==> src/rtl/c2c_tx_framer.sv <==
// c2c_tx_framer
//
// Chip-to-chip link transmit framer. Takes AXI4 write (AW + W) and read (AR)
// requests and turns each into a FLIT_W-bit valid/ready flit stream:
//   header flit, 64/FLIT_W address flits (MS flit first), then for writes
//   DATA_W/FLIT_W flits per beat (MS flit first).
//
// Header flit layout:
//   [15:0]              len (beats-1, zero-extended)
//   [16]                op  (1 = write, 0 = read)
//   [16+ID_W:17]        id
//   [19+ID_W:17+ID_W]   size
//   [31]                strobe framing flag (C2C_STRB_EN builds only)
//   all other bits 0
//
// Build option:
//   C2C_STRB_EN  when defined, every write beat is preceded by one strobe flit
//                (strb zero-extended to FLIT_W) and header bit 31 is set.
//                When undefined, strb is ignored.
//
// Ports:
//   clock                      rising-edge clock
//   reset                      asynchronous active-low reset
//   io_s_axi_aw_*              AXI write-address channel (burst ignored)
//   io_s_axi_w_*               AXI write-data channel
//   io_s_axi_ar_*              AXI read-address channel (burst ignored)
//   io_out_valid/ready/bits    outgoing flit stream
//   io_err_wlast               one-cycle pulse when w_last disagrees with len
//   io_busy                    high whenever a frame is in progress

module c2c_tx_framer #(
    parameter int ADDR_W = 32,
    parameter int DATA_W = 32,
    parameter int FLIT_W = 32,
    parameter int ID_W   = 4
) (
    input  logic                clock,
    input  logic                reset,

    input  logic                io_s_axi_aw_valid,
    output logic                io_s_axi_aw_ready,
    input  logic [ID_W-1:0]     io_s_axi_aw_bits_id,
    input  logic [ADDR_W-1:0]   io_s_axi_aw_bits_addr,
    input  logic [7:0]          io_s_axi_aw_bits_len,
    input  logic [2:0]          io_s_axi_aw_bits_size,
    input  logic [1:0]          io_s_axi_aw_bits_burst,

    input  logic                io_s_axi_w_valid,
    output logic                io_s_axi_w_ready,
    input  logic [DATA_W-1:0]   io_s_axi_w_bits_data,
    input  logic [DATA_W/8-1:0] io_s_axi_w_bits_strb,
    input  logic                io_s_axi_w_bits_last,

    input  logic                io_s_axi_ar_valid,
    output logic                io_s_axi_ar_ready,
    input  logic [ID_W-1:0]     io_s_axi_ar_bits_id,
    input  logic [ADDR_W-1:0]   io_s_axi_ar_bits_addr,
    input  logic [7:0]          io_s_axi_ar_bits_len,
    input  logic [2:0]          io_s_axi_ar_bits_size,
    input  logic [1:0]          io_s_axi_ar_bits_burst,

    output logic                io_out_valid,
    input  logic                io_out_ready,
    output logic [FLIT_W-1:0]   io_out_bits,

    output logic                io_err_wlast,
    output logic                io_busy
);

    localparam int NUM_ADDR_FLITS = 64 / FLIT_W;
    localparam int NUM_DATA_FLITS = DATA_W / FLIT_W;
    // Enough for up to 4 flits per beat and 2 address flits.
    localparam int FIDX_W = 2;

    typedef enum logic [2:0] {
        S_IDLE,
        S_HDR,
        S_ADDR,
        S_WLOAD,
`ifdef C2C_STRB_EN
        S_STRB,
`endif
        S_DATA
    } state_t;

    state_t              state_reg, state_next;

    logic                pri_write_reg;     // 1: write wins a simultaneous request
    logic                op_reg;
    logic [ID_W-1:0]     id_reg;
    logic [ADDR_W-1:0]   addr_reg;
    logic [7:0]          len_reg;
    logic [2:0]          size_reg;
    logic [DATA_W-1:0]   beat_reg;
    logic [7:0]          beat_cnt_reg;
    logic [FIDX_W-1:0]   flit_idx_reg;
    logic                err_wlast_reg;
`ifdef C2C_STRB_EN
    logic [DATA_W/8-1:0] strb_reg;
`endif

    logic                grant_write;
    logic                aw_fire, ar_fire, w_fire, out_fire;
    logic                addr_last, data_last, frame_done;
    logic [63:0]         addr_ext;
    logic [FLIT_W-1:0]   hdr_flit;

    // burst is never transmitted; strb only matters in strobe builds.
    logic                unused_burst;
    assign unused_burst = ^{io_s_axi_aw_bits_burst, io_s_axi_ar_bits_burst};
`ifndef C2C_STRB_EN
    logic                unused_strb;
    assign unused_strb = ^io_s_axi_w_bits_strb;
`endif

    // Tie goes to the side not granted last; a lone requester always wins.
    assign grant_write = io_s_axi_aw_valid && (!io_s_axi_ar_valid || pri_write_reg);

    assign aw_fire  = io_s_axi_aw_valid && io_s_axi_aw_ready;
    assign ar_fire  = io_s_axi_ar_valid && io_s_axi_ar_ready;
    assign w_fire   = io_s_axi_w_valid  && io_s_axi_w_ready;
    assign out_fire = io_out_valid      && io_out_ready;

    assign addr_last  = (flit_idx_reg == FIDX_W'(NUM_ADDR_FLITS - 1));
    assign data_last  = (flit_idx_reg == FIDX_W'(NUM_DATA_FLITS - 1));
    assign frame_done = (beat_cnt_reg == len_reg);

    always_comb begin
        addr_ext = '0;
        addr_ext[ADDR_W-1:0] = addr_reg;
    end

    always_comb begin
        hdr_flit = '0;
        hdr_flit[15:0]        = {8'd0, len_reg};
        hdr_flit[16]          = op_reg;
        hdr_flit[17 +: ID_W]  = id_reg;
        hdr_flit[17+ID_W +: 3] = size_reg;
`ifdef C2C_STRB_EN
        hdr_flit[31]          = 1'b1;
`endif
    end

    // ------------------------------------------------------------------
    // FSM: state register
    // ------------------------------------------------------------------
    always_ff @(posedge clock or negedge reset) begin
        if (!reset) begin
            state_reg <= S_IDLE;
        end else begin
            state_reg <= state_next;
        end
    end

    // ------------------------------------------------------------------
    // FSM: next state
    // ------------------------------------------------------------------
    always_comb begin
        state_next = state_reg;
        case (state_reg)
            S_IDLE:  if (aw_fire || ar_fire) state_next = S_HDR;
            S_HDR:   if (io_out_ready) state_next = S_ADDR;
            S_ADDR:  if (io_out_ready && addr_last)
                         state_next = op_reg ? S_WLOAD : S_IDLE;
`ifdef C2C_STRB_EN
            S_WLOAD: if (io_s_axi_w_valid) state_next = S_STRB;
            S_STRB:  if (io_out_ready) state_next = S_DATA;
`else
            S_WLOAD: if (io_s_axi_w_valid) state_next = S_DATA;
`endif
            S_DATA:  if (io_out_ready && data_last)
                         state_next = frame_done ? S_IDLE : S_WLOAD;
            default: state_next = S_IDLE;
        endcase
    end

    // ------------------------------------------------------------------
    // FSM: outputs
    // ------------------------------------------------------------------
    always_comb begin
        io_s_axi_aw_ready = 1'b0;
        io_s_axi_ar_ready = 1'b0;
        io_s_axi_w_ready  = 1'b0;
        io_out_valid      = 1'b0;
        io_out_bits       = '0;
        case (state_reg)
            S_IDLE: begin
                io_s_axi_aw_ready = grant_write;
                io_s_axi_ar_ready = io_s_axi_ar_valid && !grant_write;
            end
            S_HDR: begin
                io_out_valid = 1'b1;
                io_out_bits  = hdr_flit;
            end
            S_ADDR: begin
                io_out_valid = 1'b1;
                io_out_bits  = addr_ext[(NUM_ADDR_FLITS - 1 - int'(flit_idx_reg)) * FLIT_W +: FLIT_W];
            end
            S_WLOAD: begin
                io_s_axi_w_ready = 1'b1;
            end
`ifdef C2C_STRB_EN
            S_STRB: begin
                io_out_valid = 1'b1;
                io_out_bits[DATA_W/8-1:0] = strb_reg;
            end
`endif
            S_DATA: begin
                io_out_valid = 1'b1;
                io_out_bits  = beat_reg[(NUM_DATA_FLITS - 1 - int'(flit_idx_reg)) * FLIT_W +: FLIT_W];
            end
            default: ;
        endcase
    end

    assign io_busy      = (state_reg != S_IDLE);
    assign io_err_wlast = err_wlast_reg;

    // ------------------------------------------------------------------
    // Request capture, beat/flit counters, w_last checking
    // ------------------------------------------------------------------
    always_ff @(posedge clock or negedge reset) begin
        if (!reset) begin
            pri_write_reg <= 1'b1;
            op_reg        <= 1'b0;
            id_reg        <= '0;
            addr_reg      <= '0;
            len_reg       <= '0;
            size_reg      <= '0;
            beat_reg      <= '0;
            beat_cnt_reg  <= '0;
            flit_idx_reg  <= '0;
            err_wlast_reg <= 1'b0;
`ifdef C2C_STRB_EN
            strb_reg      <= '0;
`endif
        end else begin
            err_wlast_reg <= 1'b0;
            case (state_reg)
                S_IDLE: begin
                    flit_idx_reg <= '0;
                    beat_cnt_reg <= '0;
                    if (aw_fire) begin
                        op_reg        <= 1'b1;
                        id_reg        <= io_s_axi_aw_bits_id;
                        addr_reg      <= io_s_axi_aw_bits_addr;
                        len_reg       <= io_s_axi_aw_bits_len;
                        size_reg      <= io_s_axi_aw_bits_size;
                        pri_write_reg <= 1'b0;
                    end else if (ar_fire) begin
                        op_reg        <= 1'b0;
                        id_reg        <= io_s_axi_ar_bits_id;
                        addr_reg      <= io_s_axi_ar_bits_addr;
                        len_reg       <= io_s_axi_ar_bits_len;
                        size_reg      <= io_s_axi_ar_bits_size;
                        pri_write_reg <= 1'b1;
                    end
                end
                S_ADDR: begin
                    if (out_fire) begin
                        flit_idx_reg <= addr_last ? '0 : flit_idx_reg + FIDX_W'(1);
                    end
                end
                S_WLOAD: begin
                    if (w_fire) begin
                        beat_reg      <= io_s_axi_w_bits_data;
`ifdef C2C_STRB_EN
                        strb_reg      <= io_s_axi_w_bits_strb;
`endif
                        // Flag only; the frame length still follows len_reg.
                        err_wlast_reg <= (io_s_axi_w_bits_last != frame_done);
                    end
                end
                S_DATA: begin
                    if (out_fire) begin
                        if (data_last) begin
                            flit_idx_reg <= '0;
                            if (!frame_done) beat_cnt_reg <= beat_cnt_reg + 8'd1;
                        end else begin
                            flit_idx_reg <= flit_idx_reg + FIDX_W'(1);
                        end
                    end
                end
                default: ;
            endcase
        end
    end

endmodule

==> config.mk <==
export PLATFORM = sky130hd
export DESIGN_NAME = c2c_tx_framer
export DESIGN_NICKNAME = d
export VERILOG_FILES = /design/src/rtl/c2c_tx_framer.sv
export SDC_FILE = /design/constraint.sdc
export NUM_CORES = 1
export LEC_CHECK = 0
export ABC_AREA = 1
export BUFFER_PORTS_ARGS = -buffer_cell sky130_fd_sc_hd__buf_2
export CAP_MARGIN = 20
export CORE_MARGIN = 3
export CORE_UTILIZATION = 23
export DETAILED_ROUTE_END_ITERATION = 7
export PLACE_DENSITY_LB_ADDON = 0.12
export SETUP_SLACK_MARGIN = 0.4
export SYNTH_ARGS = -nofsm -noshare
export SYNTH_HDL_FRONTEND = slang
export SYNTH_SLANG_ARGS = --single-unit
export TNS_END_PERCENT = 20
==> constraint.sdc <==
create_clock -name clock -period 2 [get_ports clock]
set_input_delay 0.4 -clock clock [delete_from_list [all_inputs] [get_ports clock]]
set_output_delay 0.4 -clock clock [all_outputs]
set_load 0.03 [all_outputs]
# Word level (Yosys, flattened, before mapping)
# Cells that the tools add are included.
# Widths: inputs -> output; s select.
# op_classes
n_addsub	4
n_eq_ne	16
shifts	2
muxes	36
n_reduce_logical	24
# op_table
op	count
$pmux 32 s3	1
$mux 32	2
$shiftx 64x8->32	1
$mux 8	5
$shiftx 32x8->32	1
$mux 3	7
$ne 2x2->1 const B	9
$pmux 8 s2	1
$pmux 3 s5	1
$mux 2	6
$mux 1	10
$add 8x1->8 const B	1
$eq 8x8->1	1
$logic_and 1x1->1	8
$mux 4	2
$eq 3x2->1 const B	2
$pmux 2 s3	1
$reduce_bool 3->1	2
$sub 1x2->3 const A	2
$reduce_and 5->1	1
$reduce_and 2->1	2
$reduce_and 4->1	1
$reduce_bool 2->1	2
$eq 3x1->1 const B	1
other kinds (10)	12
# word_totals
register_bits	95
inputBits	141
out_inout_bits	38
word_cells	93

# Logic depth before layout (Yosys ltp)
# depth
ltp_word	10
depth_mapped	10

# Worst setup path before layout
# Ideal clock, no wire load.
# synth_path
path_type	register -> output
startpoint	reg state_reg[2]
endpoint	out io_out_bits[0]
arrival_ns	1.770
path_slack_ns	-0.170
path_stages_with_launch	7
n_path_buf	1
path_cell_list	dfrtp_1 -> inv_1 -> nand3_1 -> nor3_2 -> inv_1 -> clkbuf_1 -> o21ai_0
# synth_via
elab_chain_cells	2
elab_cells_between_ends	4
classes_between	eq/ne (3); mux (1)
# synth_rtl
element	line	rtl
start: declaration	86	state_t state_reg, state_next;
start signal: assignment	151	state_reg <= state_next;
$eq 3x3->1 (tied with other cells)	186	case (state_reg)
$pmux 32 s3 (*)	186	
end: declaration	64	output logic [FLIT_W-1:0] io_out_bits,
# Mark *: on every way between the ends. The rest lies on a longest branch, timed or not.

# Worst setup path after layout
# layout_path
startpoint	reg flit_idx_reg[0]
endpoint	out io_out_bits[4]
# layout_via
elab_chain_cells	3
elab_cells_between_ends	5
classes_between	add/sub (2); shift (2); mux (1)
# layout_rtl
element	line	rtl
start: declaration	96	logic [FIDX_W-1:0] flit_idx_reg;
start signal: assignment	261	flit_idx_reg <= addr_last ? '0 : flit_idx_reg + FIDX_W'(1);
start signal: assignment	280	flit_idx_reg <= flit_idx_reg + FIDX_W'(1);
$sub 1x2->3, on equally long branches	197, 210	
$shiftx 64x8->32 / $shiftx 32x8->32 (equally long branches)	197, 210	
$pmux 32 s3 (*)	186	
# Marked as above.

==> results.sh <==
export IMPL_reg2reg_depth=9
export IMPL_synth_largest_area_cell="dfrtp_1"
export IMPL_synth_avg_cell_area_sq_um=8.63
export IMPL_p_per_area_mw_per_mm2=1440
export IMPL_crit_top_cell="inv_2"
export IMPL_die_area_sq_mm=0.0232
export IMPL_cts_buffers=9
export IMPL_yosysWarnings=0
export IMPL_worst_path_max_fanout=5
export IMPL_netlist_area_sq_mm=0.00492
export IMPL_multiInputGateArea_sq_mm=0.00243
export IMPL_port_buffers=170
export IMPL_synth_top_area_share_pct=47.8
export IMPL_path_delay_family="buffers and inverters"
export IMPL_insertion_delay_ns=0.35
export IMPL_hold_viol=0
export IMPL_grt_max_degree=40
export IMPL_wl_per_cell_um=16.3
export IMPL_start_util_pct=23.8
export IMPL_cap_violations=0
export IMPL_worstMarginPinSlew_ns=0.489
export IMPL_cts_root_buf="clkbuf_16"
export IMPL_via_count=4652
export IMPL_syn_inst=570
export IMPL_crit_cells=9
export IMPL_die_width_um=152
export IMPL_rsz0062_at_grt="true"
export IMPL_drt_iter0_drc=181
export IMPL_cts_clk_slew_worst_paths_ns=0.06
export IMPL_grt_overflow_total=0
export IMPL_rows=52
export IMPL_path_cells="inv_2, ha_4, inv_2, nand3_4, clkinv_8, buf_16, a22oi_2, o21ai_4, buf_4"
export IMPL_grt_pass1_wl_um=26600
export IMPL_drive_above_1_share_pct=43.6
export IMPL_cts_tree="done"
export IMPL_setup_slack_ns=-0.210
export IMPL_post_route_period_util_pct=111
export IMPL_synthTopCellsByArea="dfrtp_1 48%, nand2_1 13%, mux2_2 7.3%, o211ai_1 4.6%, inv_1 4.4%"
export IMPL_wl_um=16800
export IMPL_ios=179
export IMPL_cp_buffers_inverters=5
export IMPL_leakage_nw=3.37
export IMPL_area_delta_synth_final_pct=45.8
export IMPL_setup_viol=36
export IMPL_cts_sinks=95
export IMPL_grt_pass1_vias=4802
export IMPL_violations="setup timing"
export IMPL_die_y_um=152
export IMPL_ff_latch_area_sq_mm=0.00238
export IMPL_whs_path_depth=3
export IMPL_drc=0
export IMPL_ys_types=35
export IMPL_vdd_drop_max_uv=451
export IMPL_max_freq_mhz=452
export IMPL_crit_arrival_ns=1.81
export IMPL_end_kind="output pin"
export IMPL_syn_nets=715
export IMPL_max_slew_margin_pct=67.4
export IMPL_slowest_stage="dfrtp_1"
export IMPL_antenna_found_initial=3
export IMPL_critPathKind="reg2out"
export IMPL_power_total_mw=10.3
export IMPL_globalplace_congestion=0.816
export IMPL_critical_path_required_ns=1.60
export IMPL_whs_ns=0.276
export IMPL_yosysSeqAreaShare_pct=48.4
export IMPL_critPathLaunchType="flip-flop"
export IMPL_ctsLongestPathBuffers=2
export IMPL_vias_per_cell=4.50
export IMPL_htreeDepth=3
export IMPL_synth_seq_cells=95
export IMPL_holdCritPathClass="in2reg"
export IMPL_final_antenna_net_count=0
export IMPL_nNetsFinal=904
export IMPL_nFillCells=2169
export IMPL_maxSlewViolCount=0
export IMPL_max_stage_delay_ns=0.36
export IMPL_core_area_sq_mm=0.0206
export IMPL_fin_crit_ns=2.21
export IMPL_detailed_place_hpwl_um=12400
export IMPL_status="complete, but fails checks"
export IMPL_grt_total_usage_pct=14.4
export IMPL_finClkSkew_ns=0.00576
export IMPL_drt_pass1_iter_count=4
logic make-up (layout without fill, tap and decap cells):
group	after synthesis	in the layout	synth area share (%)
buf+inv	88	281	8.01
fa+ha+maj	4	4	1.02
mux	32	32	7.33
simple gates	248	248	20.9
other cells	0	1	0
xor+xnor	5	5	0.890
flops	95	95	48.4
compound gates	98	98	13.5
final timing paths:
check / start / endpoint / slack, ns
setup / recovery: flit_idx_reg[0] / io_out_bits[4] / -0.21
hold / removal: io_s_axi_ar_bits_len[3] / len_reg[3] / 0.28
setup reg to reg: state_reg[0] / len_reg[1] / 0.17
hold reg to reg: beat_reg[8] / beat_reg[8] / 0.50
max in group asynchronous: reset / pri_write_reg / 0.85
min in group asynchronous: reset / addr_reg[2] / 0.53
report_power, final:
group	leakage (nW)	internal, mW	switching (mW)
clock network	0.154	1.10	0.739
registers	1.14	2.83	0.555
logic	2.08	2.17	2.95
Yosys cell counts (all sizes together):
| master | number |
|---|---|
| dfstp | 1 |
| nand2 | 176 |
| dfrtp | 94 |
| mux2 | 32 |
| nand4 | 2 |
| a22o | 8 |
| xor2 | 1 |
| o21ai | 23 |
| a21boi | 1 |
| nand3b | 1 |
| nor3b | 1 |
| a21oi | 3 |
| a22oi | 9 |
| nor2 | 36 |
| o31ai | 1 |
| nand3 | 29 |
| ha | 4 |
| clkbuf | 4 |
| o22ai | 1 |
| xnor2 | 4 |
| inv | 61 |
| o221ai | 3 |
| nor3 | 3 |
| buf | 23 |
| a31oi | 19 |
| o211ai | 30 |
repair_timing:
action | CTS | global route
endpoints found under the hold margin | 24 | 0
setup endpoints to repair | 86 | 98
hold buffers | 1 | 0
buffers inserted | 6 | 1
gates cloned | 2 | 0
gates resized for setup | 111 | 11
pin swaps | 18 | 2
tightest hold or removal path, delay by kind of cell:
kind,cells,cell delay [ns]
buf+inv,1,0.08
simple gates,2,0.10
cell usage in the layout, fill, tap and decap left out, types with 6 or more instances in the layout:
cell type / n
o21ai_0: 9
o211ai_1: 30
clkbuf_16: 9
a22o_1: 8
mux2_2: 32
buf_4: 42
nand3_1: 26
nor2_1: 19
o21ai_4: 6
a22oi_2: 9
buf_2: 133
a31oi_1: 19
nand2_2: 16
nor2_4: 6
inv_1: 47
nand2_1: 158
buf_12: 11
buf_6: 14
dfrtp_1: 89
inv_2: 12
nor2_2: 11
routing by layer:
metal / GRT usage (%) / up-vias / share of wire [%]
li1: - / 2276 / -
met1: 17.9 / 2184 / 43
met2: 23.6 / 157 / 48
met3: 4.77 / 31 / 7.3
met4: 4.75 / 4 / 2.2
met5: 0 / - / 0.16
layout make-up:
type	instances	area share [%]
clock inverters	2	0.523
multi-input cells	387	33.9
inverters	61	3.40
repair buffers	205	20.3
well taps	270	4.71
clock buffers	13	3.91
diodes	1	0.0349
flip-flops and latches	95	33.2
per-stage QoR:
stage / TNS (ns) / std cells / util (%) / cell area [sq um] / worst slack, ns
finish: -5.46 / 1034 / 34.8 / 7170 / -0.210
global route: -9.18 / 1034 / 34.8 / 7170 / -0.321
CTS: -6.80 / 1032 / 34.6 / 7130 / -0.241
detailed placement: -0.105 / 1008 / 30.8 / 6350 / -0.0443
global placement: -0.0564 / 1008 / 30.8 / 6350 / -0.0293
floorplan: 0 / 570 / - / 5060 / 0.0208
Power figures use the tool's default switching activity.
